<file path="config.mk">
export PLATFORM = sky130hd
export DESIGN_NAME = clk_div_bank_flat
export DESIGN_NICKNAME = d
export VERILOG_FILES = /design/src/rtl/clk_div_bank_pkg.sv /design/src/rtl/clk_div_bank_if.sv /design/src/rtl/clk_div_chan.sv /design/src/rtl/clk_div_bank.sv /design/src/flat_wrapper.sv
export SDC_FILE = /design/constraint.sdc
export NUM_CORES = 1
export LEC_CHECK = 0
export ABC_AREA = 1
export CAP_MARGIN = 20
export CELL_PAD_IN_SITES_DETAIL_PLACEMENT = 0
export CELL_PAD_IN_SITES_GLOBAL_PLACEMENT = 2
export CORE_UTILIZATION = 30
export CTS_CLUSTER_SIZE = 16
export DETAILED_ROUTE_END_ITERATION = 7
export MAX_ROUTING_LAYER = met4
export PLACE_DENSITY_LB_ADDON = 0.3
export SYNTH_ARGS = -nofsm -noshare
export SYNTH_HDL_FRONTEND = slang
export SYNTH_SLANG_ARGS = --single-unit
</file>
<file path="constraint.sdc">
create_clock -name clk -period 4.7 [get_ports clk]
set_input_delay 0.94 -clock clk [delete_from_list [all_inputs] [get_ports clk]]
set_output_delay 0.94 -clock clk [all_outputs]
set_load 0.05 [all_outputs]
</file>
<file path="src/rtl/clk_div_bank_pkg.sv">
// Shared types for the clock divider bank: channel output mode encoding.
package clk_div_bank_pkg;

  typedef enum logic {
    MODE_TOGGLE = 1'b0,
    MODE_PULSE  = 1'b1
  } div_mode_e;

endpackage

</file>
<file path="src/rtl/clk_div_bank_if.sv">
// Control/status bundle of the divider bank; the bench drives master, the bank is slave.
interface clk_div_bank_if #(
  parameter int NCH    = 4,
  parameter int CW     = 26,
  parameter int SCAN_W = 2
);
  logic [NCH-1:0]    en;
  logic [NCH-1:0]    mode;
  logic              load;
  logic [NCH-1:0]    ld_mask;
  logic [NCH*CW-1:0] div_in;
  logic [NCH-1:0]    out;
  logic [NCH-1:0]    tick;
  logic [SCAN_W-1:0] scan_sel;

  modport master (
    output en, mode, load, ld_mask, div_in,
    input  out, tick, scan_sel
  );

  modport slave (
    input  en, mode, load, ld_mask, div_in,
    output out, tick, scan_sel
  );
endinterface

</file>
<file path="src/rtl/clk_div_chan.sv">
// One programmable divider channel: registered square/pulse output plus a one-cycle tick.
module clk_div_chan
  import clk_div_bank_pkg::*;
#(
  parameter int          CW      = 26,
  parameter int unsigned DEF_DIV = 50000000
) (
  input  logic          clk,
  input  logic          rst_n,
  input  logic          en,
  input  logic          mode,
  input  logic          load,
  input  logic [CW-1:0] div_in,
  output logic          out,
  output logic          tick
);

  localparam int            CNW       = CW + 1;
  localparam logic [CW-1:0] DEF_DIV_W = CW'(DEF_DIV);

  logic [CW-1:0] div_reg;
  logic [CW-1:0] cnt;
  logic [CW:0]   cnt_inc;
  logic          terminal;
  div_mode_e     mode_e;

  // One extra bit keeps a divisor of all-ones reachable without wrap.
  assign cnt_inc  = {1'b0, cnt} + CNW'(1);
  assign terminal = (cnt_inc == {1'b0, div_reg});
  assign mode_e   = div_mode_e'(mode);

  always_ff @(posedge clk or negedge rst_n) begin
    if (!rst_n) begin
      div_reg <= DEF_DIV_W;
      cnt     <= '0;
      out     <= 1'b0;
      tick    <= 1'b0;
    end else if (load) begin
      div_reg <= div_in;
      cnt     <= '0;
      tick    <= 1'b0;
    end else if (!en || div_reg == '0) begin
      cnt  <= '0;
      tick <= 1'b0;
      out  <= 1'b0;
    end else if (terminal) begin
      cnt  <= '0;
      tick <= 1'b1;
      out  <= (mode_e == MODE_PULSE) ? 1'b1 : ~out;
    end else begin
      cnt  <= cnt_inc[CW-1:0];
      tick <= 1'b0;
      if (mode_e == MODE_PULSE) out <= 1'b0;
    end
  end

endmodule

</file>
<file path="src/rtl/clk_div_bank.sv">
// Bank of NCH independent clock dividers plus a free-running prescaler for display scan select.
module clk_div_bank
  import clk_div_bank_pkg::*;
#(
  parameter int          NCH      = 4,
  parameter int          CW       = 26,
  parameter int unsigned DEF_DIV  = 50000000,
  parameter int          SCAN_W   = 2,
  parameter int          SCAN_LSB = 15
) (
  input logic           clk,
  input logic           rst_n,
  clk_div_bank_if.slave bus
);

  localparam int PW = SCAN_LSB + SCAN_W;

  logic [NCH-1:0] out_w;
  logic [NCH-1:0] tick_w;
  logic [PW-1:0]  presc;

  for (genvar i = 0; i < NCH; i++) begin : g_chan
    clk_div_chan #(
      .CW      (CW),
      .DEF_DIV (DEF_DIV)
    ) u_chan (
      .clk    (clk),
      .rst_n  (rst_n),
      .en     (bus.en[i]),
      .mode   (bus.mode[i]),
      .load   (bus.load & bus.ld_mask[i]),
      .div_in (bus.div_in[i*CW +: CW]),
      .out    (out_w[i]),
      .tick   (tick_w[i])
    );
  end

  // Prescaler ignores en/load so scan timing never stalls.
  always_ff @(posedge clk or negedge rst_n) begin
    if (!rst_n) presc <= '0;
    else        presc <= presc + PW'(1);
  end

  assign bus.out      = out_w;
  assign bus.tick     = tick_w;
  assign bus.scan_sel = presc[SCAN_LSB +: SCAN_W];

endmodule

</file>
<file path="src/flat_wrapper.sv">
// flat-port wrapper written by rule: the top's interface ports become plain ports
module clk_div_bank_flat import clk_div_bank_pkg::*;
#(
  parameter int          NCH      = 4,
  parameter int          CW       = 26,
  parameter int unsigned DEF_DIV  = 50000000,
  parameter int          SCAN_W   = 2,
  parameter int          SCAN_LSB = 15
)
  (clk, rst_n, bus_en, bus_mode, bus_load, bus_ld_mask, bus_div_in, bus_out, bus_tick, bus_scan_sel);
  clk_div_bank_if #(.NCH(NCH), .CW(CW), .SCAN_W(SCAN_W)) bus_i ();
  input logic clk;
  input logic rst_n;
  input wire logic [$bits(bus_i.en)-1:0] bus_en;
  input wire logic [$bits(bus_i.mode)-1:0] bus_mode;
  input wire logic [$bits(bus_i.load)-1:0] bus_load;
  input wire logic [$bits(bus_i.ld_mask)-1:0] bus_ld_mask;
  input wire logic [$bits(bus_i.div_in)-1:0] bus_div_in;
  output wire logic [$bits(bus_i.out)-1:0] bus_out;
  output wire logic [$bits(bus_i.tick)-1:0] bus_tick;
  output wire logic [$bits(bus_i.scan_sel)-1:0] bus_scan_sel;
  assign bus_i.en = bus_en;
  assign bus_i.mode = bus_mode;
  assign bus_i.load = bus_load;
  assign bus_i.ld_mask = bus_ld_mask;
  assign bus_i.div_in = bus_div_in;
  assign bus_out = bus_i.out;
  assign bus_tick = bus_i.tick;
  assign bus_scan_sel = bus_i.scan_sel;
  clk_div_bank #(.NCH(NCH), .CW(CW), .DEF_DIV(DEF_DIV), .SCAN_W(SCAN_W), .SCAN_LSB(SCAN_LSB)) u_core (.clk(clk), .rst_n(rst_n), .bus(bus_i));
endmodule
</file>
==> results_dict.tcl, run 1 <==
set metrics [dict create \
    hold_class "primary input to asynchronous set/reset pin" \
    seq_power_share_pct 43.2 \
    crit_arrival_ps 3300 \
    grt_pass1_vias 12344 \
    crit_path_end_kind "flip-flop" \
    crit_family "simple AND/OR/NAND/NOR gates" \
    p_leak_nw 7.574 \
    fin_crit_ps 2828 \
    worstMarginPinSlew_ps 974.8 \
    pwr-share-clk_pct 45.6 \
    layout-drive-gt1-share_pct 11.59 \
    cts_buffers 30 \
    syn_inst 1916 \
    nets 2170 \
    final.period_utilization_pct 60.17 \
    wl_um 40790 \
    crit_cells 15 \
    final-max-slew-violation-count 0 \
    cts-root-buf "clkbuf_16" \
    worstPathCellList "ha_1 -> nand3_2 -> inv_2 -> nand2_2 -> inv_1 -> nand3_1 -> nand2_1 -> nand2_1 -> nand2_1 -> nor2_1 -> nand2_1 -> nor2_1 -> nand3_2 -> nand4_4 -> nor2_1" \
    cts_setup_buffers 0 \
    setup_viol 0 \
    area.growth.synth_to_final_pct 20.90 \
    n_antenna_cell 0 \
    grt_setup_unrepaired "no" \
    cts.htree.levels 1 \
    worstPathRequired_ps 5170 \
    vdd_drop_max_mv 0.2624 \
    hold_violations 0 \
    die_area_um2 47180 \
    synth_area_per_cell_um2 7.252 \
    slowest_stage "nand4_4" \
    grt_first_pass_wirelength_um 66050 \
    drt_iter0_markers 660 \
    ys_ff_latch 233 \
    io_buffer_count 128 \
    switching_share_pct 26.20 \
    antenna_left 0 \
    ios 129 \
    vias_per_cell 4.597 \
    dpl.hpwl_um 31120 \
    initial_core_util_pct 30.49 \
    die_h_um 217.2 \
    outcome "finished clean" \
    syn_area_um2 13890 \
    ctsResizeCount 0 \
    synth_edf_count 0 \
    via_count 12273 \
    reg2regPathDepth 15 \
    clockBufferDepth 3 \
    syn-num-nets 2040 \
    power_density_nw_per_um2 315.2 \
    layout.cells.non_filler 2670 \
    max_freq_ghz 0.3536 \
    track_usage_pct 18.09 \
    grt_max_degree 110 \
    seq_area_frac_synth_pct 42.40 \
    crit_fanout 26 \
    fin_tns_setup_ps 0 \
    ys_async_sr_fraction_pct 100.0 \
    max_stage_delay_ps 450 \
    overflow 0 \
    antenna_found_initial 0 \
    relSlewSlack_pct 35.01 \
    core_area_um2 45580 \
    yosys_warnings 0 \
    crit_top_cell "nand2_1" \
    p_switching_mw 1.387 \
    start_kind "flip-flop" \
    cap_violations 0 \
    combPwrFrac_pct 11.1 \
    cts_sinks 233 \
    path_clk_slew_ps 60 \
    drcViolationCount 0 \
    critPathBufInv 2 \
    clock_latency_ps 570 \
    n_fill_cell 4849 \
    dr.pass1.iters 5 \
    place.gp.congestion 0.8309 \
    rows 78 \
    wl_per_cell_um 15.28 \
    skew_ps 11.74 \
    holdBufCountCts 0 \
    worstSetupPathType "flip-flop to flip-flop" \
    dp.cells 2614 \
    synthFlopType "dfrtp_1" \
    yosysUniqueCellTypes 40 \
    die_x_um 217.2 \
    cts_tree "built" \
    p_int_mw 3.907 \
]
-- routing by layer --
layer / up-vias / track usage, % / wire length [um]
met1: 5703 / 24.75 / 20090
met3: 48 / 2.432 / 1566
met5: - / - / 0
met4: 0 / 3.991 / 812
met2: 204 / 28.38 / 18320
li1: 6318 / - / -
-- cells in the mapped netlist (6+ instances only) --
cell	count	area, um2
nand2_2	15	93.84
a21oi_1	106	530.5
o21bai_1	10	75.07
and2_1	6	37.54
o21ai_0	7	35.03
buf_6	7	78.83
nand2_1	553	2076
dfstp_2	48	1261
nor3_1	10	50.05
inv_1	231	867.1
nor2_4	15	168.9
dfrtp_1	185	4629
nor2_2	51	319.1
xnor2_1	13	113.9
nor2_1	292	1096
nand3_1	174	870.8
nor4_1	19	118.9
o21ai_1	6	30.03
buf_4	10	75.07
mux2_2	23	259.0
nand3b_1	12	90.09
nand3_2	8	80.08
xor2_1	28	245.2
xnor3_1	7	157.7
clkbuf_1	16	60.06
nand4_1	31	193.9
-- final cells by class --
cell class | instances | area, um2 | share of cell area (%)
timing repair buffer | 136 | 1359 | 8.089
multi-input combinational | 1410 | 6875 | 40.93
clock buffer | 36 | 834.6 | 4.968
inverter | 235 | 882.1 | 5.251
clock inverter | 20 | 206.4 | 1.229
tap | 600 | 750.7 | 4.469
sequential | 233 | 5891 | 35.07
-- placed cells by master (no fill, tap or decap), drive strengths merged --
master,instances
xnor3,7
clkinv,15
and2,6
mux2,23
buf,9
a21oi,108
o22ai,1
dfstp,48
or2,3
nor3,11
and3,2
dfrtp,185
a211oi,1
o21ai,13
a21o,3
inv,235
xor2,28
nand2,572
nand3,182
clkbuf,36
nor4,19
clkinvlp,1
clkdlybuf4s50,127
nor3b,1
o21bai,10
nor2,358
nand4,32
ha,5
xnor2,13
bufinv,4
nand3b,12
-- through the flow --
stage	instance area, um2	setup slack, ps	utilization (%)	power (mW)	hold slack, ps
CTS	16800	1831	36.86	5.404	464.1
floorplan	13890	2551	-	2.631	422.4
detailed placement	15760	1431	34.57	2.922	455.3
global route	16800	1521	36.86	5.554	494.8
finish	16800	1872	36.86	5.294	449.4
global placement	15760	1484	34.57	2.920	436.4
-- path summary, 6_finish.rpt --
check / from / slack, ps / endpoint
setup / recovery: u_core.g_chan[1].u_chan.cnt[0] / 1870 / u_core.g_chan[1].u_chan.cnt[7]
hold / removal: rst_n / 450 / u_core.g_chan[3].u_chan.cnt[2]
setup reg to reg: u_core.g_chan[1].u_chan.cnt[0] / 1870 / u_core.g_chan[1].u_chan.cnt[7]
hold reg to reg: u_core.presc[0] / 450 / u_core.presc[0]
max in group asynchronous: rst_n / 3220 / u_core.g_chan[2].u_chan.div_reg[23]
min in group clk: u_core.presc[0] / 450 / u_core.presc[0]
-- logic make-up (layout without fill, tap and decap cells) --
logic type                 after synthesis  count (layout)  share of synthesized area [%]
buffers and inverters                  273             427                          8.140
adders and majority gates                5               5                         0.4502
AOI/OAI and AO/OA                      136             136                          5.214
muxes                                   23              23                          1.864
DFF                                    233             233                          42.40
xor gates and xnor gates                48              48                          3.719
and+or+nand+nor                       1198            1198                          38.22
-- power by group through the flow --
stage | clock network (mW) | registers [mW] | logic (mW)
after floorplan | 0 | 2.27 | 0.356
after global placement | 0 | 2.32 | 0.597
after detailed placement | 0 | 2.32 | 0.600
after CTS | 2.51 | 2.29 | 0.603
after global routing | 2.58 | 2.31 | 0.669
final | 2.42 | 2.29 | 0.590
Power figures use the tool's default switching activity.
==> run 2: changes to the inputs <==
- clock period: 4.7 -> 2.76 ns (I/O delays scaled with it)
==> run 2 against run 1 <==
Setup slack lost 1600 ps; clock skew shrank 1.8 ps; critical path type unchanged; clock power grew 55%; count of clock-buffer cells in the layout grew 9; combinational power grew 85%; first-iteration DRC count shrank 6.5%; utilization grew 0.76 points; cell count grew 1.1%; highest routed layer unchanged; flip-flop and latch count is the same.
==> results_dict.tcl, run 2 (synthesized netlist as in run 1, its figures left out) <==
set metrics [dict create \
    core_area_um2 45580 \
    via_count 12335 \
    whs_ps 445.7 \
    p_total_mw 8.734 \
    outcome "finished clean" \
    ios 129 \
    pwr-share-clk_pct 42.8 \
    hold_violations 0 \
    start_kind "flip-flop" \
    p_int_mw 6.393 \
    die_area_um2 47180 \
    worstPathRequired_ps 3210 \
    min_to "u_core.presc[0]" \
    multi_input_area_um2 6914 \
    grt_first_pass_wirelength_um 67460 \
    wl_per_cell_um 15.40 \
    p_switching_mw 2.341 \
    fin_tns_setup_ps 0 \
    hold_path_depth 1 \
    grt_max_degree 69 \
    die_x_um 217.2 \
    relSlewSlack_pct 56.49 \
    vdd_drop_max_mv 0.4404 \
    r2r-start "u_core.g_chan[2].u_chan.cnt[0]" \
    die_h_um 217.2 \
    cts-root-buf "clkbuf_16" \
    placed_area_um2 16110 \
    rows 78 \
    fin_ws_ps 244.1 \
    crit_fanout 13 \
    clockBufferDepth 3 \
    path_clk_slew_ps 60 \
    power_density_nw_per_um2 509.4 \
    ff2ff_setup_slack_ps 240 \
    area.growth.synth_to_final_pct 23.40 \
    layout-drive-gt1-share_pct 12.91 \
    reg2regPathDepth 13 \
    seq_power_share_pct 44.7 \
    io_buffer_count 128 \
    crit_path_end_kind "flip-flop" \
    wl_um 41570 \
    cts.htree.levels 1 \
    max_stage_delay_ps 400 \
    fin_crit_ps 2516 \
    final_cell_area_um2 17150 \
    drt_iter0_markers 617 \
    hold_class "flip-flop to flip-flop" \
    seq_area_um2 5892 \
    slowest_stage "dfrtp_2" \
    clock_latency_ps 570 \
    p_leak_nw 7.738 \
    layout_commonest_cell "nand2_1" \
    combPwrFrac_pct 12.5 \
    setup_viol 0 \
    overflow 0 \
    worstMarginPinSlew_ps 646.7 \
    cts_buffers 29 \
    track_usage_pct 18.55 \
    switching_share_pct 26.80 \
    max_freq_ghz 0.3975 \
    worstPathCellList "ha_1 -> nand2_2 -> nor2_4 -> nand2_2 -> nor2_4 -> nand2_1 -> xor2_1 -> xor2_1 -> nor2_1 -> nand3_2 -> nand2_4 -> buf_12 -> nor2_1" \
    initial_core_util_pct 30.49 \
    drcViolationCount 0 \
    antenna_left 0 \
    cts_sinks 233 \
    antenna_found_initial 0 \
    dpl.hpwl_um 32520 \
    n_antenna_cell 0 \
    crit_family "simple AND/OR/NAND/NOR gates" \
    cap_violations 0 \
    final.period_utilization_pct 91.16 \
    pre_cts_slack_ps -4.538 \
    worstSetupPathType "flip-flop to flip-flop" \
    skew_ps 9.913 \
    grt_pass1_vias 12371 \
    grt_setup_unrepaired "no" \
    critPathBufInv 1 \
    min_from "u_core.presc[0]" \
    crit_arrival_ps 2960 \
    dr.pass1.iters 7 \
    final-max-slew-violation-count 0 \
    vias_per_cell 4.570 \
    n_fill_cell 4814 \
    nets 2200 \
    cts_tree "built" \
    place.gp.congestion 0.8914 \
    worstReg2RegEnd "u_core.g_chan[2].u_chan.cnt[18]" \
    mostFrequentLayoutCells "nand2_1 (551), nor2_1 (290), inv_1 (229)" \
]
==> run 2: cell count changes in the layout (fill, tap and decap cells not counted), moves of 3 or more <==
cell       delta
clkbuf_8      +6
buf_12       +14
nor2_4        +3
clkbuf_1      +5
clkinv_2      -7
bufinv_16     -4
buf_4        +16
==> run 2: layout make-up <==
class | count | area share [%]
clock buffer | 45 | 5.166
clock inverter | 9 | 0.3065
inverter | 235 | 5.144
multi-input combinational | 1410 | 40.32
sequential | 233 | 34.36
tap | 600 | 4.378
timing repair buffer | 167 | 10.32
==> run 2: worst max-delay path by stage <==
stage	start	end	slack, ps	depth (start not counted)
6_report	u_core.g_chan[2].u_chan.cnt[0]	u_core.g_chan[2].u_chan.cnt[18]	240	13
5_1_grt	u_core.g_chan[3].u_chan.cnt[0]	u_core.g_chan[3].u_chan.cnt[11]	0.5	17
4_1_cts	u_core.g_chan[0].u_chan.cnt[0]	u_core.g_chan[0].u_chan.cnt[5]	10	17
3_5_place_dp	u_core.g_chan[0].u_chan.cnt[0]	u_core.g_chan[0].u_chan.cnt[5]	-5	17
3_3_place_gp	u_core.g_chan[0].u_chan.cnt[0]	u_core.g_chan[0].u_chan.cnt[18]	30	17
2_1_floorplan	u_core.g_chan[2].u_chan.cnt[0]	u_core.g_chan[2].u_chan.cnt[0]	660	13
==> run 2: power groups by stage <==
| stage | Sequential [mW] | Combinational, mW | Clock [mW] |
|---|---|---|---|
| final | 3.90 | 1.09 | 3.74 |
| after global routing | 3.94 | 1.23 | 4.02 |
| after CTS | 3.91 | 1.11 | 3.89 |
| after detailed placement | 3.96 | 1.10 | 0 |
| after global placement | 3.96 | 1.09 | 0 |
| after floorplan | 3.87 | 0.607 | 0 |
==> run 2: worst reg2reg max path, delay by kind of cell, from the launching register on <==
kind	cells	cell delay, ps
xor gates and xnor gates	2	330
DFF	1	400
adders and majority gates	1	210
buffers and inverters	1	150
and+or+nand+nor	9	1310
==> run 2: timing repair <==
| action | 4_1_cts | 5_1_grt |
|---|---|---|
| hold buffers | 1 | 0 |
| hold endpoints to repair | 47 | 0 |
| setup endpoints to repair | 12 | 67 |
| setup buffers | 0 | 5 |
| gates resized for setup | 1 | 11 |
| pin swaps | 0 | 1 |
==> run 2: through the flow <==
step / instances / utilization [%]
floorplan: 1916 / -
global placement: 2639 / 35.34
detailed placement: 2639 / 35.34
CTS: 2694 / 37.44
global route: 2699 / 37.62
finish: 2699 / 37.62
==> run 2: metal layers <==
metal  vias up  part of all wire (%)  track usage [%]
li1       6363                     -                -
met1      5743                    49            25.53
met2       171                    45            28.78
met3        58                   3.4            2.334
met4         0                   2.3            4.695
met5         -                     0                -
==> run 3: changes to the inputs <==
- CORE_UTILIZATION: 30 -> 34
- HOLD_SLACK_MARGIN: default -> 0.08
==> run 3 against run 2 <==
Utilization is 5.0 points higher; sequential power hardly changed; setup slack worse by 47 ps; register-to-register slack worse by 50 ps; wire length is 3.3% lower; combinational power hardly changed; first-iteration DRC count is 15% lower; via count is 0.19% higher; worst hold slack better by 4.6 ps; global-route usage is 1.7 points higher; fmax is 1.8% lower.
==> results_dict.tcl, run 3 (synthesized netlist as in run 1, its figures left out) <==
set metrics [dict create \
    outcome "finished clean" \
    mostFrequentLayoutCells "nand2_1 (552), nor2_1 (289), inv_1 (230)" \
    ios 129 \
    ff2ff_setup_slack_ps 200 \
    overflow 0 \
    wl_per_cell_um 15.35 \
    hold_class "flip-flop to flip-flop" \
    via_count 12359 \
    antenna_found_initial 0 \
    worstSetupPathType "flip-flop to flip-flop" \
    pre_cts_slack_ps 60.97 \
    p_leak_nw 7.713 \
    fin_crit_ps 2563 \
    dpl.hpwl_um 31070 \
    initial_core_util_pct 34.73 \
    area.growth.synth_to_final_pct 22.72 \
    dp.cells 2554 \
    cts-root-buf "clkbuf_16" \
    n_antenna_cell 0 \
    core_area_um2 40010 \
    vias_per_cell 4.723 \
    track_usage_pct 20.21 \
    crit_path_end_kind "flip-flop" \
    cts.htree.levels 1 \
    place.gp.congestion 0.8510 \
    cts_buffers 30 \
    skew_ps 15.51 \
    worstPathCellList "ha_1 -> nand2_2 -> nor2_4 -> nand2_4 -> nor2_4 -> nand2_1 -> nand2_1 -> nand2_1 -> nand2_1 -> nand2_1 -> nor2_1 -> nand2_1 -> nor2_2 -> nand3_2 -> nand2_4 -> buf_4 -> nor2_1" \
    placed_area_um2 15910 \
    die_x_um 204.2 \
    layout.cells.non_filler 2617 \
    grt_max_degree 66 \
    rows 73 \
    clock_latency_ps 570 \
    nets 2192 \
    grt_first_pass_wirelength_um 64930 \
    max_freq_ghz 0.3902 \
    drcViolationCount 0 \
    cts_sinks 233 \
    relSlewSlack_pct 37.01 \
    die_h_um 204.2 \
    power_density_nw_per_um2 525.6 \
    layout-drive-gt1-share_pct 12.48 \
    fin_ws_ps 197.5 \
    hold_violations 0 \
    final_cell_area_um2 17050 \
    worstMarginPinSlew_ps 944.9 \
    crit_top_cell "nand2_1" \
    start_kind "flip-flop" \
    path_clk_slew_ps 60 \
    n_fill_cell 4143 \
    cap_violations 0 \
    max_stage_delay_ps 450 \
    drt_iter0_markers 522 \
    worstPathRequired_ps 3220 \
    grt_pass1_vias 12401 \
    slowest_stage "dfrtp_1" \
    setup_viol 0 \
    final.period_utilization_pct 92.85 \
    crit_arrival_ps 3020 \
    vdd_drop_max_mv 0.4674 \
    wl_um 40180 \
    final-max-slew-violation-count 0 \
    final_util_pct 42.62 \
    layout_commonest_cell "nand2_1" \
    crit_fanout 6 \
    cts_tree "built" \
    die_area_um2 41680 \
    clockBufferDepth 3 \
    dr.pass1.iters 5 \
    io_buffer_count 128 \
    antenna_left 0 \
]
run 3: repair_timing:
item	in CTS	in global routing
endpoints found under the setup margin	0	70
setup buffers	0	5
hold buffers	1	0
resized for setup	0	14
hold endpoints to repair	46	0
run 3: final timing paths:
check,from,end,cells after the start
hold / removal,u_core.presc[0],u_core.presc[0],1
min in group asynchronous,rst_n,u_core.g_chan[3].u_chan.cnt[13],2
setup reg to reg,u_core.g_chan[3].u_chan.cnt[0],u_core.g_chan[3].u_chan.cnt[21],17
hold reg to reg,u_core.presc[0],u_core.presc[0],1
setup / recovery,u_core.g_chan[3].u_chan.cnt[0],u_core.g_chan[3].u_chan.cnt[21],17
max in group asynchronous,rst_n,u_core.g_chan[0].u_chan.div_reg[25],3
run 3: power by group:
part,internal (mW),switching [mW],leakage [nW]
combinational,0.489,0.575,4.30
clock,2.45,1.55,0.503
sequential,3.70,0.195,2.91
total,6.64,2.32,7.71
run 3: critical path: cells and delay by family, from the launching register on:
family                     cells  cell delay [ps]
DFF                            1              450
buffers and inverters          1              170
and+or+nand+nor               15             1590
adders and majority gates      1              250
run 3: routing by layer:
layer	GRT usage, %	vias to the layer above	routed length [um]
met3	3.125	47	1633
met1	26.86	5736	19520
met4	4.158	0	742
li1	-	6366	-
met5	-	-	0
met2	32.52	210	18280
run 3: area by class of cell:
type | count | area (um2) | area share (%)
Clock buffer | 49 | 922.1 | 5.408
Timing Repair Buffer | 157 | 1657 | 9.715
Tap cell | 525 | 656.9 | 3.852
Inverter | 235 | 882.1 | 5.173
Multi-Input combinational cell | 1411 | 6945 | 40.73
Sequential cell | 233 | 5892 | 34.55
Clock inverter | 7 | 96.34 | 0.5650
run 3: per-stage QoR:
step | setup TNS [ps] | total power, mW | hold slack [ps]
final | 0 | 8.962 | 450.3
after CTS | 0 | 9.110 | 458.9
after global placement | 0 | 5.015 | 435.7
after global routing | -15.71 | 9.394 | 475.1
after floorplan | 0 | 4.480 | 256.4
after detailed placement | 0 | 5.017 | 450.3
